**src/rtl/vga_timing_gen.sv**
```systemverilog
// rtl/vga_timing_gen.sv - parametrised VGA raster timing generator with pixel-clock divider
module vga_timing_gen #(
    parameter int CLK_DIV  = 4,
    parameter int H_ACTIVE = 640,
    parameter int H_FP     = 16,
    parameter int H_SYNC   = 96,
    parameter int H_BP     = 48,
    parameter int V_ACTIVE = 480,
    parameter int V_FP     = 10,
    parameter int V_SYNC   = 2,
    parameter int V_BP     = 33,
    parameter bit H_POL    = 1'b0,
    parameter bit V_POL    = 1'b0,
    parameter int HW       = 10,
    parameter int VW       = 10
) (
    input  logic          clock,
    input  logic          res,
    input  logic          enable,
    output logic          pix_tick,
    output logic [HW-1:0] hcount,
    output logic [VW-1:0] vcount,
    output logic          hsync,
    output logic          vsync,
    output logic          active,
    output logic          line_start,
    output logic          frame_start
);

    localparam int H_TOTAL = H_ACTIVE + H_FP + H_SYNC + H_BP;
    localparam int V_TOTAL = V_ACTIVE + V_FP + V_SYNC + V_BP;
    // Divider needs at least one bit even when CLK_DIV is 1.
    localparam int DW = (CLK_DIV > 1) ? $clog2(CLK_DIV) : 1;

    localparam logic [DW-1:0] DIV_LAST = DW'(CLK_DIV - 1);
    localparam logic [HW-1:0] H_LAST   = HW'(H_TOTAL - 1);
    localparam logic [VW-1:0] V_LAST   = VW'(V_TOTAL - 1);
    localparam logic [HW-1:0] H_VIS    = HW'(H_ACTIVE);
    localparam logic [VW-1:0] V_VIS    = VW'(V_ACTIVE);
    localparam logic [HW-1:0] HS_FIRST = HW'(H_ACTIVE + H_FP);
    localparam logic [HW-1:0] HS_LAST  = HW'(H_ACTIVE + H_FP + H_SYNC - 1);
    localparam logic [VW-1:0] VS_FIRST = VW'(V_ACTIVE + V_FP);
    localparam logic [VW-1:0] VS_LAST  = VW'(V_ACTIVE + V_FP + V_SYNC - 1);

    logic [DW-1:0] div_q, div_d;
    logic [HW-1:0] hcount_q, hcount_d;
    logic [VW-1:0] vcount_q, vcount_d;
    logic          pix_tick_q, pix_tick_d;
    logic          hsync_q, hsync_d;
    logic          vsync_q, vsync_d;
    logic          active_q, active_d;
    logic          line_start_q, line_start_d;
    logic          frame_start_q, frame_start_d;
    logic          tick;

    // Next-state: divider, raster counters, and outputs decoded from the next counter values
    always_comb begin
        tick          = enable && (div_q == DIV_LAST);
        div_d         = div_q;
        hcount_d      = hcount_q;
        vcount_d      = vcount_q;
        hsync_d       = hsync_q;
        vsync_d       = vsync_q;

        if (enable) begin
            div_d = tick ? '0 : div_q + 1'b1;
        end

        if (tick) begin
            if (hcount_q == H_LAST) begin
                hcount_d = '0;
                vcount_d = (vcount_q == V_LAST) ? '0 : vcount_q + 1'b1;
            end else begin
                hcount_d = hcount_q + 1'b1;
            end
        end

        // Sync levels only move while running; a paused raster keeps its last level.
        if (enable) begin
            hsync_d = ((hcount_d >= HS_FIRST) && (hcount_d <= HS_LAST)) ? H_POL : ~H_POL;
            vsync_d = ((vcount_d >= VS_FIRST) && (vcount_d <= VS_LAST)) ? V_POL : ~V_POL;
        end

        pix_tick_d    = tick;
        line_start_d  = tick && (hcount_d == '0);
        frame_start_d = line_start_d && (vcount_d == '0);
        active_d      = enable && (hcount_d < H_VIS) && (vcount_d < V_VIS);
    end

    // State and output registers, asynchronously cleared
    always_ff @(posedge clock or negedge res) begin
        if (!res) begin
            div_q         <= '0;
            hcount_q      <= '0;
            vcount_q      <= '0;
            pix_tick_q    <= 1'b0;
            hsync_q       <= ~H_POL;
            vsync_q       <= ~V_POL;
            active_q      <= 1'b0;
            line_start_q  <= 1'b0;
            frame_start_q <= 1'b0;
        end else begin
            div_q         <= div_d;
            hcount_q      <= hcount_d;
            vcount_q      <= vcount_d;
            pix_tick_q    <= pix_tick_d;
            hsync_q       <= hsync_d;
            vsync_q       <= vsync_d;
            active_q      <= active_d;
            line_start_q  <= line_start_d;
            frame_start_q <= frame_start_d;
        end
    end

    assign pix_tick    = pix_tick_q;
    assign hcount      = hcount_q;
    assign vcount      = vcount_q;
    assign hsync       = hsync_q;
    assign vsync       = vsync_q;
    assign active      = active_q;
    assign line_start  = line_start_q;
    assign frame_start = frame_start_q;

endmodule
```
**config.mk**
```make
export PLATFORM = sky130hd
export DESIGN_NAME = vga_timing_gen
export DESIGN_NICKNAME = d
export VERILOG_FILES = /design/src/rtl/vga_timing_gen.sv
export SDC_FILE = /design/constraint.sdc
export NUM_CORES = 1
export LEC_CHECK = 0
export CORE_AREA = 2 2 60 62
export CTS_CLUSTER_SIZE = 40
export DETAILED_ROUTE_END_ITERATION = 10
export DIE_AREA = 0 0 62 64
export GPL_ROUTABILITY_DRIVEN = 0
export PLACE_DENSITY = 0.79
export SYNTH_ARGS = -nofsm -noshare
export SYNTH_HDL_FRONTEND = slang
export SYNTH_SLANG_ARGS = --single-unit
export TNS_END_PERCENT = 1
```
**constraint.sdc**
```tcl
create_clock -name clock -period 5.9 [get_ports clock]
set_clock_uncertainty 0.15 [all_clocks]
set_input_delay 0.885 -clock clock [delete_from_list [all_inputs] [get_ports clock]]
set_output_delay 0.885 -clock clock [all_outputs]
set_load 0.01 [all_outputs]
```
==> impl_results.md <==
* Status: completed
* Highest clock rate at 270 MHz
* CP startpoint kind: input port
* Worst R2R Start: hcount[0]
* Leak Pwr at 0.830 nW
* Kind of critical path: input port to register
* Top cell type's share of synthesized area at 37.4%
* Critical path data arrival time at 3.81 ns
* Critical path depth at 7
* CTS root buf: clkbuf_4
* Core box area at 3280 um2
* Ys flop type: dfrtp_1
* Most frequent cells in the layout: clkdlybuf4s50_1 (28), dfrtp_1 (26), nand2_1 (17), nor2_1 (16), o21ai_0 (12)
* Worst R2R End: active
* Reg2reg path depth at 7
* Max-slew violations at 0
* Row count at 21
* Critical Path End: active
* Worst vdd ir at 0.000155 V
* Period utilization at 62.8%
* Clock Path Buffers at 2
* Post-synthesis sequential area ratio at 40.4%
* Post-Syn Area at 1740 um2
* Drt wl/cell at 16.2 um
* Total Routing Usage GR at 22.8%
* CP max FO at 16
* Grt ovf at 0
* TritonCTS clock tree: yes
* TritonRoute pass-1 iters at 4
* Initial antenna violation count at 0
* Cell Chain, Critical Path: clkdlybuf4s50_1 > nand2_2 > nor4_2 > o21ai_0 > o21a_1 > and4_4 > a211oi_2
* Crit path largest cell delay at 1.05 ns
* DP Wirelength at 3.02 mm
* First-pass GRT wire length at 6.89 mm
* Die ar. at 3970 um2
* Synthesized area per cell at 9.31 um2
* Hold Path Class: register to register
* Setup TNS at 0 ns
* Endpoint type of the worst setup path: register
* Synth Register Bits at 28
* Hold Violations, Final at 0
* Post-CTS Setup Bufs at 0
* Vias in the first global route at 1463
* R2R Setup Slk at 2.72 ns
* Largest net degree at the start of global routing at 29
* Htree depth at 1
* Mapped Cells at 187
* Routed vias at 1577
* # resized after CTS at 0
* Crit path launch: enable
* WP buf/inv at 1
* IO Port Bufs at 28
* Final Setup Violations at 0
* Die Span Y at 64 um
* Most common cell after layout, fill and taps aside: clkdlybuf4s50_1
* Iter 0 DRT Violations at 150
* Post-synth EDFFs at 0
* Worst Path Required at 6.00 ns
* CTS buffer count at 3
* Synth cell types at 56
* Ys async rst share at 100%
* Slew @ Worst Pin at 1.21 ns
* Clock Sinks at 28
* Ys Warns at 0
* I/O pins at 29
* Min cycle time layout at 3.70 ns
* Slowest CP cell: nor4_2
* Final wirelength at 4.20 mm
* Vias per cell at 6.09
* Synth area leader: dfrtp_1
* Drt drc at 0
* Max_cap viols at 0
* Dpl cells at 255
* Top cells by area, synth: dfrtp_1 (37%), nand2_1 (3.7%), o21ai_0 (3.4%)
* P&R area growth vs syn at 19.8%
* Die span in x at 62 um
* Net Count, Synth at 194
* Clock Pin Slew Worst Setup and Hold Paths at 0.15 ns
* Fin util at 63.5%
* Layout Nets at 221
* Initial Util at 53.0%
* RSZ-0062 raised after global routing: false
* PD cells at 213 nW/um2
* Hold-fix buffers, CTS at 0
* Layout Cells excl Fill at 259
* Max transition margin at 18.7%
* Antenna Cells at 0
* Share of layout cells above drive strength 1 at 9.39%
* Worst-Skew Late Latency at 0.32 ns
* ANT nets after route at 0
* CP delay by family, top: simple AND/OR/NAND/NOR gates
## final cells by class
class | instances | area, um2
fill | 260 | 1200
multi-input combinational | 145 | 975
sequential | 28 | 703
timing repair buffer | 29 | 288
tap | 46 | 57.6
clock buffer | 4 | 36.3
inverter | 7 | 26.3
## layer usage
metal  routed length, um  global-route usage [%]  vias to the layer above
met1                1720                    29.8                      764
met3                 263                    3.24                        2
met4                  20                    4.79                        0
met5                   0                       0                        -
met2                2200                    38.9                       61
li1                    -                       -                      750
## cell families after synthesis
group / count (synthesis) / synth area share (%)
AOI/OAI and AO/OA: 42 / 17.3
xor gates and xnor gates: 10 / 5.03
adders and majority gates: 4 / 2.87
buffers and inverters: 14 / 3.66
DFF: 28 / 40.4
muxes: 4 / 2.44
and+or+nand+nor: 85 / 28.3
## cells in the mapped netlist, types with 3 or more instances
| library cell | n |
|---|---|
| a31oi_1 | 4 |
| o211ai_1 | 3 |
| ha_1 | 4 |
| nand2_1 | 17 |
| and2_1 | 3 |
| xor2_1 | 5 |
| nand3_1 | 9 |
| inv_1 | 6 |
| nand4_1 | 8 |
| a21oi_1 | 4 |
| buf_2 | 3 |
| dfrtp_1 | 26 |
| xnor2_1 | 5 |
| o21ai_0 | 12 |
| nor3_1 | 5 |
| o31ai_1 | 4 |
| nor2_1 | 16 |
| clkbuf_1 | 3 |
## metrics by stage
| stage | power, mW | area, um2 | setup slack [ns] | hold WS (ns) |
|---|---|---|---|---|
| floorplan | 0.304 | 1740 | 3.13 | 0.335 |
| global placement | 0.345 | 2050 | 2.19 | 0.346 |
| detailed placement | 0.351 | 2050 | 1.94 | 0.351 |
| CTS | 0.447 | 2090 | 2.28 | 0.371 |
| global route | 0.471 | 2090 | 2.08 | 0.416 |
| finish | 0.444 | 2090 | 2.20 | 0.371 |
## where the power goes
group | switching (mW) | leakage, nW | internal, mW | total [mW]
combinational | 0.0548 | 0.447 | 0.0551 | 0.110
clock | 0.0565 | 0.0210 | 0.0377 | 0.0942
sequential | 0.0276 | 0.362 | 0.212 | 0.240
total | 0.139 | 0.830 | 0.305 | 0.444
## worst reg2reg max path: cells and delay by family, from the launching register on
kind | cells | cell delay, ns
compound gates | 3 | 0.77
simple gates | 3 | 1.39
flops | 1 | 0.49
fa+ha+maj | 1 | 0.31
## worst min path at each step
stage,start,end,slack (ns),cells after the start
final,vsync,vsync,0.37,2
after floorplan,div_q[1],div_q[1],0.33,1
after CTS,vsync,vsync,0.37,2
after global routing,hsync,hsync,0.42,1
after detailed placement,vsync,vsync,0.35,2
after global placement,div_q[1],div_q[1],0.35,1
## sequential cells by signal, indices dropped and copies added, names as in the netlist
register and count:
hsync 1, line_start 1, active 1, frame_start 1
pix_tick 1, vsync 1, div_q 2, vcount 10
hcount 10
Note: power is estimated with default switching activity, not from simulation.
